## src/rtl/spi_module.sv

```systemverilog
// -----------------------------------------------------------------------------
// spi_module
// SPI mode-0 slave running entirely in the clk domain. It gives access to
// configuration registers, an ADC capture buffer read port and two DDS table
// write ports.
//
// Frame format: a command byte {W, addr[6:0]} followed by data.
//   0x00          q_c (data[7:0]), 32 data bits
//   0x02..0x04    adc_cfg / dds_a_cfg / dds_b_cfg, 32 data bits
//   0x01, W=0     ADC buffer read: status {4'h0, trig_addr}, then mem_data words
//   0x05/0x06,W=1 DDS A/B table write, one table entry per following byte
//   anything else ignored; MISO shifts zeros after the identity byte
//
// Optional feature macro: SPI_READBACK_EN. When it is defined, config reads
// return the register contents. When it is undefined, config read data
// shifts out as zeros.
//
// Ports:
//   clk, rst_n                      system clock, async active-low reset
//   sck_spi, mosi_spi, ncs_spi      SPI inputs (asynchronous, synchronized here)
//   miso_spi                        SPI data out, 0 while ncs_spi is high
//   q_c                             8-bit control register
//   adc_cfg_out, dds_a_cfg_out,
//   dds_b_cfg_out                   32-bit configuration registers
//   mem_addr / mem_data             ADC buffer read port (1-clk read latency)
//   trig_addr                       ADC trigger address, reported as status
//   dds_{a,b}_{data,addr,w}         DDS table write ports
// -----------------------------------------------------------------------------
module spi_module #(
    parameter int         DDS_AW  = 9,
    parameter logic [7:0] ID_BYTE = 8'hA5
) (
    input  logic              clk,
    input  logic              rst_n,
    input  logic              sck_spi,
    input  logic              mosi_spi,
    input  logic              ncs_spi,
    output logic              miso_spi,
    output logic [7:0]        q_c,
    output logic [31:0]       adc_cfg_out,
    output logic [31:0]       dds_a_cfg_out,
    output logic [31:0]       dds_b_cfg_out,
    input  logic [15:0]       mem_data,
    output logic [10:0]       mem_addr,
    input  logic [11:0]       trig_addr,
    output logic [7:0]        dds_a_data,
    output logic [7:0]        dds_b_data,
    output logic [DDS_AW-1:0] dds_a_addr,
    output logic [DDS_AW-1:0] dds_b_addr,
    output logic              dds_a_w,
    output logic              dds_b_w
);

    typedef enum logic [2:0] {
        ST_IDLE,
        ST_CMD,
        ST_CFG,
        ST_BUF,
        ST_DDS,
        ST_IGN
    } state_t;

    state_t r_state, w_state_nxt, w_dec_state;

    logic [1:0]        r_sck_sync, r_mosi_sync, r_ncs_sync;
    logic              r_sck_d, r_ncs_d;
    logic              w_sck_rise, w_sck_fall, w_ncs_fall, w_mosi;
    logic [4:0]        r_bit_cnt;
    logic [30:0]       r_shift_in;
    logic [31:0]       r_tx;
    logic              r_miso;
    logic [7:0]        r_cmd;
    logic [7:0]        w_cmd_byte;
    logic [31:0]       w_data_word;
    logic [31:0]       w_rd_data;
    logic [7:0]        r_q_c;
    logic [31:0]       r_adc_cfg, r_dds_a_cfg, r_dds_b_cfg;
    logic [10:0]       r_mem_addr;
    logic [15:0]       r_mem_q;
    logic              r_dds_sel;
    logic [DDS_AW-1:0] r_dds_ptr;
    logic [7:0]        r_dds_a_data, r_dds_b_data;
    logic [DDS_AW-1:0] r_dds_a_addr, r_dds_b_addr;
    logic              r_dds_a_w, r_dds_b_w;

    assign w_mosi      = r_mosi_sync[1];
    assign w_sck_rise  =  r_sck_sync[1] & ~r_sck_d;
    assign w_sck_fall  = ~r_sck_sync[1] &  r_sck_d;
    assign w_ncs_fall  = ~r_ncs_sync[1] &  r_ncs_d;
    // The command byte and the data word are complete on the rise being
    // sampled now, so the current MOSI bit is appended to the shift register.
    assign w_cmd_byte  = {r_shift_in[6:0], w_mosi};
    assign w_data_word = {r_shift_in, w_mosi};

    // The raw chip select gates MISO so the line drops immediately on deselect.
    assign miso_spi      = r_miso & ~ncs_spi;
    assign q_c           = r_q_c;
    assign adc_cfg_out   = r_adc_cfg;
    assign dds_a_cfg_out = r_dds_a_cfg;
    assign dds_b_cfg_out = r_dds_b_cfg;
    assign mem_addr      = r_mem_addr;
    assign dds_a_data    = r_dds_a_data;
    assign dds_b_data    = r_dds_b_data;
    assign dds_a_addr    = r_dds_a_addr;
    assign dds_b_addr    = r_dds_b_addr;
    assign dds_a_w       = r_dds_a_w;
    assign dds_b_w       = r_dds_b_w;

    // Synchronizers and edge-detect history.
    always_ff @(posedge clk or negedge rst_n) begin
        if (!rst_n) begin
            r_sck_sync  <= 2'b00;
            r_mosi_sync <= 2'b00;
            r_ncs_sync  <= 2'b00;
            r_sck_d     <= 1'b0;
            r_ncs_d     <= 1'b0;
        end else begin
            r_sck_sync  <= {r_sck_sync[0], sck_spi};
            r_mosi_sync <= {r_mosi_sync[0], mosi_spi};
            r_ncs_sync  <= {r_ncs_sync[0], ncs_spi};
            r_sck_d     <= r_sck_sync[1];
            r_ncs_d     <= r_ncs_sync[1];
        end
    end

    // Command decode: the state that follows the command byte.
    always_comb begin
        w_dec_state = ST_IGN;
        case (w_cmd_byte[6:0])
            7'h00, 7'h02, 7'h03, 7'h04: w_dec_state = ST_CFG;
            7'h01: if (!w_cmd_byte[7]) w_dec_state = ST_BUF;
            7'h05, 7'h06: if (w_cmd_byte[7]) w_dec_state = ST_DDS;
            default: w_dec_state = ST_IGN;
        endcase
    end

    // Read data that is loaded behind the identity byte for config reads.
    always_comb begin
        w_rd_data = 32'h0;
`ifdef SPI_READBACK_EN
        if (!w_cmd_byte[7]) begin
            case (w_cmd_byte[6:0])
                7'h00:   w_rd_data = {24'h0, r_q_c};
                7'h02:   w_rd_data = r_adc_cfg;
                7'h03:   w_rd_data = r_dds_a_cfg;
                7'h04:   w_rd_data = r_dds_b_cfg;
                default: w_rd_data = 32'h0;
            endcase
        end
`endif
    end

    always_ff @(posedge clk or negedge rst_n) begin
        if (!rst_n) r_state <= ST_IDLE;
        else        r_state <= w_state_nxt;
    end

    // A deselect in any state aborts the frame. A fresh select always restarts
    // at the command byte.
    always_comb begin
        w_state_nxt = r_state;
        if (w_ncs_fall) begin
            w_state_nxt = ST_CMD;
        end else if (r_ncs_sync[1]) begin
            w_state_nxt = ST_IDLE;
        end else if (w_sck_rise) begin
            case (r_state)
                ST_CMD:  if (r_bit_cnt == 5'd7)  w_state_nxt = w_dec_state;
                ST_CFG:  if (r_bit_cnt == 5'd31) w_state_nxt = ST_IGN;
                default: w_state_nxt = r_state;
            endcase
        end
    end

    always_ff @(posedge clk or negedge rst_n) begin
        if (!rst_n) begin
            r_bit_cnt    <= 5'd0;
            r_shift_in   <= 31'h0;
            r_tx         <= 32'h0;
            r_miso       <= 1'b0;
            r_cmd        <= 8'h0;
            r_q_c        <= 8'h0;
            r_adc_cfg    <= 32'h0;
            r_dds_a_cfg  <= 32'h0;
            r_dds_b_cfg  <= 32'h0;
            r_mem_addr   <= 11'd0;
            r_mem_q      <= 16'h0;
            r_dds_sel    <= 1'b0;
            r_dds_ptr    <= '0;
            r_dds_a_data <= 8'h0;
            r_dds_b_data <= 8'h0;
            r_dds_a_addr <= '0;
            r_dds_b_addr <= '0;
            r_dds_a_w    <= 1'b0;
            r_dds_b_w    <= 1'b0;
        end else begin
            r_dds_a_w <= 1'b0;
            r_dds_b_w <= 1'b0;
            // The data read for the address from the previous cycle is held
            // continuously, so the next word is always ready long before it
            // is needed.
            r_mem_q   <= mem_data;
            if (w_ncs_fall) begin
                // The first identity bit goes straight to MISO so it is valid
                // before the first sck rise. The rest wait in r_tx.
                r_bit_cnt <= 5'd0;
                r_miso    <= ID_BYTE[7];
                r_tx      <= {ID_BYTE[6:0], 25'h0};
                r_dds_ptr <= '0;
            end else if (r_state != ST_IDLE && !r_ncs_sync[1]) begin
                if (w_sck_fall) begin
                    r_miso <= r_tx[31];
                    r_tx   <= {r_tx[30:0], 1'b0};
                end
                if (w_sck_rise) begin
                    r_shift_in <= {r_shift_in[29:0], w_mosi};
                    r_bit_cnt  <= r_bit_cnt + 5'd1;
                    case (r_state)
                        ST_CMD: begin
                            if (r_bit_cnt == 5'd7) begin
                                r_bit_cnt <= 5'd0;
                                r_cmd     <= w_cmd_byte;
                                r_tx      <= 32'h0;
                                if (w_dec_state == ST_CFG) begin
                                    r_tx <= w_rd_data;
                                end else if (w_dec_state == ST_BUF) begin
                                    r_tx       <= {4'h0, trig_addr, 16'h0};
                                    r_mem_addr <= 11'd0;
                                end else if (w_dec_state == ST_DDS) begin
                                    r_dds_sel <= (w_cmd_byte[6:0] == 7'h06);
                                end
                            end
                        end
                        ST_CFG: begin
                            if (r_bit_cnt == 5'd31 && r_cmd[7]) begin
                                case (r_cmd[6:0])
                                    7'h00:   r_q_c       <= w_data_word[7:0];
                                    7'h02:   r_adc_cfg   <= w_data_word;
                                    7'h03:   r_dds_a_cfg <= w_data_word;
                                    7'h04:   r_dds_b_cfg <= w_data_word;
                                    default: r_q_c       <= r_q_c;
                                endcase
                            end
                        end
                        ST_BUF: begin
                            // A word has just been clocked out. Queue the next
                            // one for the fall that opens its slot.
                            if (r_bit_cnt == 5'd15) begin
                                r_bit_cnt  <= 5'd0;
                                r_tx       <= {r_mem_q, 16'h0};
                                r_mem_addr <= r_mem_addr + 11'd1;
                            end
                        end
                        ST_DDS: begin
                            if (r_bit_cnt == 5'd7) begin
                                r_bit_cnt <= 5'd0;
                                r_dds_ptr <= r_dds_ptr + 1'b1;
                                if (r_dds_sel) begin
                                    r_dds_b_data <= w_cmd_byte;
                                    r_dds_b_addr <= r_dds_ptr;
                                    r_dds_b_w    <= 1'b1;
                                end else begin
                                    r_dds_a_data <= w_cmd_byte;
                                    r_dds_a_addr <= r_dds_ptr;
                                    r_dds_a_w    <= 1'b1;
                                end
                            end
                        end
                        default: r_bit_cnt <= r_bit_cnt + 5'd1;
                    endcase
                end
            end
        end
    end

endmodule

```

## config.mk

```make
export PLATFORM = sky130hd
export DESIGN_NAME = spi_module
export DESIGN_NICKNAME = d
export VERILOG_FILES = /design/src/rtl/spi_module.sv
export SDC_FILE = /design/constraint.sdc
export NUM_CORES = 1
export LEC_CHECK = 0
export ABC_AREA = 1
export BUFFER_PORTS_ARGS = -buffer_cell sky130_fd_sc_hd__buf_2
export CORE_MARGIN = 1.5
export CORE_UTILIZATION = 30
export CTS_BUF_LIST = sky130_fd_sc_hd__clkbuf_4 sky130_fd_sc_hd__clkbuf_8 sky130_fd_sc_hd__clkbuf_16
export DETAILED_ROUTE_END_ITERATION = 10
export GPL_TIMING_DRIVEN = 1
export PLACE_DENSITY = 0.47
export SYNTH_ARGS = -nofsm -noshare
export SYNTH_HDL_FRONTEND = slang
export SYNTH_SLANG_ARGS = --single-unit
```

## constraint.sdc

```tcl
create_clock -name clk -period 2.2 [get_ports clk]
set_input_delay 0.11 -clock clk [delete_from_list [all_inputs] [get_ports clk]]
set_output_delay 0.11 -clock clk [all_outputs]
set_load 0.01 [all_outputs]
```

==> impl_metrics.env <==
export IMPL_clk_pin_slew_worst_paths_ns=0.06
export IMPL_min_period_ns=2.02
export IMPL_rsz0062_at_grt="false"
export IMPL_ir_worst_vdd_mv=0.598
export IMPL_core_um2=36600
export IMPL_synth_cell_types=42
export IMPL_crit_path_frequent_cell="nand2_1"
export IMPL_clockBufferDepth=3
export IMPL_yosysSeqAreaShare_pct=59.5
export IMPL_cp_required_ns=2.66
export IMPL_cp_slowest_cell="dfrtp_1"
export IMPL_drive_gt1_share_pct=23.4
export IMPL_synth_top_area_share_pct=59.5
export IMPL_first_iter_violations=507
export IMPL_netlist_instances=1218
export IMPL_dpl_cell_area_um2=12800
export IMPL_cp_cell_sequence="ha_1, nand2_1, nor2_2, ha_1, nand2_1, nor2_8, nand3_4, buf_12, nand2_1, o21ai_2"
export IMPL_p_total_uw=11300
export IMPL_yosys_top_cells_count="382 x nand2_1, 265 x dfrtp_1, 147 x o21ai_0"
export IMPL_synth_most_common_cell="nand2_1"
export IMPL_area_growth_pct=28.0
export IMPL_syn_num_nets=1257
export IMPL_hold_viol_final=0
export IMPL_fin_crit_sh_pct=92.0
export IMPL_p_leak_uw=0.00713
export IMPL_die_area_um2=38300
export IMPL_numCtsBuffers=31
export IMPL_drv_slew=0
export IMPL_grtUsageTotal_pct=15.6
export IMPL_chipHeight_um=196
export IMPL_skew_ns=0.0253
export IMPL_routed_wl_um=29300
export IMPL_maxCapViolations=0
export IMPL_synth_flop_cell="dfrtp_1"
export IMPL_netlist_area_um2=11100
export IMPL_clk_latency_ns=0.58
export IMPL_endpoint_kind="register"
export IMPL_hp_class="input port to asynchronous set/reset pin"
export IMPL_finalNetCount=1503
export IMPL_rows=70
export IMPL_avgSynthCellArea_um2=9.15
export IMPL_detailroute_via_count=8831
export IMPL_yosysWarnings=0
export IMPL_worst_path_buf_inv=1
export IMPL_setup_violations=0
export IMPL_initial_utilization_pct=30.4
export IMPL_crit_type="register to register"
export IMPL_drtPass1Iterations=5
export IMPL_drc=0
export IMPL_slowest_delay_ns=0.39
export IMPL_cts_setup_buffers=0
export IMPL_clock_sinks=265
export IMPL_drt_antenna_violating_nets=0
export IMPL_nFillCells=3691
export IMPL_max_freq_mhz=494
export IMPL_grt_pass1_vias=8629
export IMPL_cp_max_fo=64
export IMPL_antenna_found_initial=0
export IMPL_grt_pass1_wl_um=48200
export IMPL_routed_via_density=4.51
export IMPL_cp_depth=10
export IMPL_synth_edff_count=0
export IMPL_design_area_um2=14300
export IMPL_p_per_area_nw_per_um2=792
export IMPL_cts_tree="yes"
export IMPL_wl_per_cell_um=15.0
export IMPL_grt_max_degree=65
export IMPL_gr_total_overflow=0
export IMPL_reg2reg_depth=10
export IMPL_h_tree_depth=1
export IMPL_status="finished clean"
export IMPL_cts_root_buf="clkbuf_16"
export IMPL_synth_area_leaders="dfrtp_1 60%, nand2_1 13%, o21ai_0 6.6%, inv_1 3.3%, o21ai_2 2.5%"
export IMPL_worst_pin_slew_ns=0.582
export IMPL_worstSetupStartpointType="register"
export IMPL_slew_headroom_pct=61.2
export IMPL_numPortBuffers=184
export IMPL_finalSetupTns_ns=0
export IMPL_synth_ff_latch_count=265
export IMPL_die_x_um=196
export IMPL_async_flop_share_pct=100
export IMPL_path_delay_family="simple AND/OR/NAND/NOR gates"
export IMPL_synth_top_area_cell="dfrtp_1"
export IMPL_cp_data_arrival_time_ns=2.49
export IMPL_gp_congestion=0.770
export IMPL_post_dp_hpwl_um=19800
export IMPL_io_pins=185
metrics by stage:
step | hold WS (ns) | util (%) | cells | worst slack (ns)
global placement | 0.131 | 34.9 | 1867 | 0.122
detailed placement | 0.127 | 34.9 | 1867 | 0.101
finish | 0.0985 | 39.0 | 1958 | 0.176
global route | 0.141 | 39.0 | 1957 | 0.0348
floorplan | -0.186 | - | 1218 | 0.401
CTS | 0.100 | 38.9 | 1957 | 0.0529
worst register-to-register path: stages, from the launching register on:
cell	delay, ns
dfrtp_1	0.39
ha_1	0.19
nand2_1	0.08
nor2_2	0.16
ha_1	0.22
nand2_1	0.13
nor2_8	0.22
nand3_4	0.10
buf_12	0.23
nand2_1	0.16
o21ai_2	0.05
sequential cells by signal, summed over array words and instances (netlist names), 8 cells and up:
signal,flops
dds_b_addr,9
dds_b_data,8
dds_a_cfg_out,32
q_c,8
dds_a_addr,9
r_shift_in,31
r_dds_ptr,9
adc_cfg_out,32
dds_b_cfg_out,32
r_cmd,8
r_mem_q,16
dds_a_data,8
mem_addr,11
r_tx,32
power by group:
part	leakage [uW]	internal, uW	switching, uW
Sequential	0.00361	4980	67.9
Combinational	0.00295	208	416
Clock	0.000566	3540	2090
Total	0.00713	8730	2570
cell type report:
type	instances	area, um2	area share (%)
Antenna cell	1	2.50	0.0175
Timing Repair Buffer	256	1650	11.6
Sequential cell	265	6630	46.5
Clock buffer	43	891	6.25
Tap cell	468	586	4.11
Clock inverter	15	249	1.75
Multi-Input combinational cell	805	3860	27.1
Inverter	105	394	2.76
what timing repair did:
item                       4_1_cts  5_1_grt
setup endpoints to repair        0       74
hold buffers                    32        0
resized for setup                0        6
hold endpoints to repair       213        0
per-layer routing:
metal  global-route usage (%)  vias to the layer above  wire [um]
li1                         -                     4413          -
met1                     22.8                     4203      14500
met2                     23.9                      177      12900
met3                     2.61                       38       1450
met4                     3.93                        0        507
met5                        0                        -          0
cells in the final DEF, fill, tap and decap left out, types with 8 or more instances in the layout:
cell             n
buf_12           8
buf_2          183
buf_4           32
clkbuf_16       31
clkbuf_4         8
dfrtp_1        265
dlygate4sd3_1   32
inv_1           98
nand2_1        381
nand3_1         42
nand4_1         14
nor2_1          68
nor3_1          16
o21ai_0        147
o21ai_1         47
o21ai_2         32
xor2_1           8
worst paths after layout:
check | from | endpoint | slack, ns
hold / removal | rst_n | dds_b_addr[2]$_DFFE_PN0P_ | 0.1
hold reg to reg | r_sck_sync[0]$_DFF_PN0_ | r_sck_sync[1]$_DFF_PN0_ | 0.35
setup reg to reg | r_bit_cnt[0]$_DFFE_PN0P_ | adc_cfg_out[9]$_DFFE_PN0P_ | 0.18
min in group clk | mem_data[14] | r_mem_q[14]$_DFF_PN0_ | 0.18
setup / recovery | r_bit_cnt[0]$_DFFE_PN0P_ | adc_cfg_out[9]$_DFFE_PN0P_ | 0.18
max in group asynchronous | rst_n | r_mem_q[15]$_DFF_PN0_ | 1.40
cells by family (layout without fill, tap and decap cells):
logic type,count (synthesis),after routing,share of synthesized area (%)
AO/OA/AOI/OAI,239,239,12.2
XOR/XNOR,9,9,0.708
adder cells (fa/ha/maj),6,6,0.674
buffers and inverters,148,419,5.98
flip-flops,265,265,59.5
multiplexers,2,2,0.180
other,0,1,0
AND/OR/NAND/NOR,549,549,20.8
No activity file was read; power rests on OpenSTA's default activity.
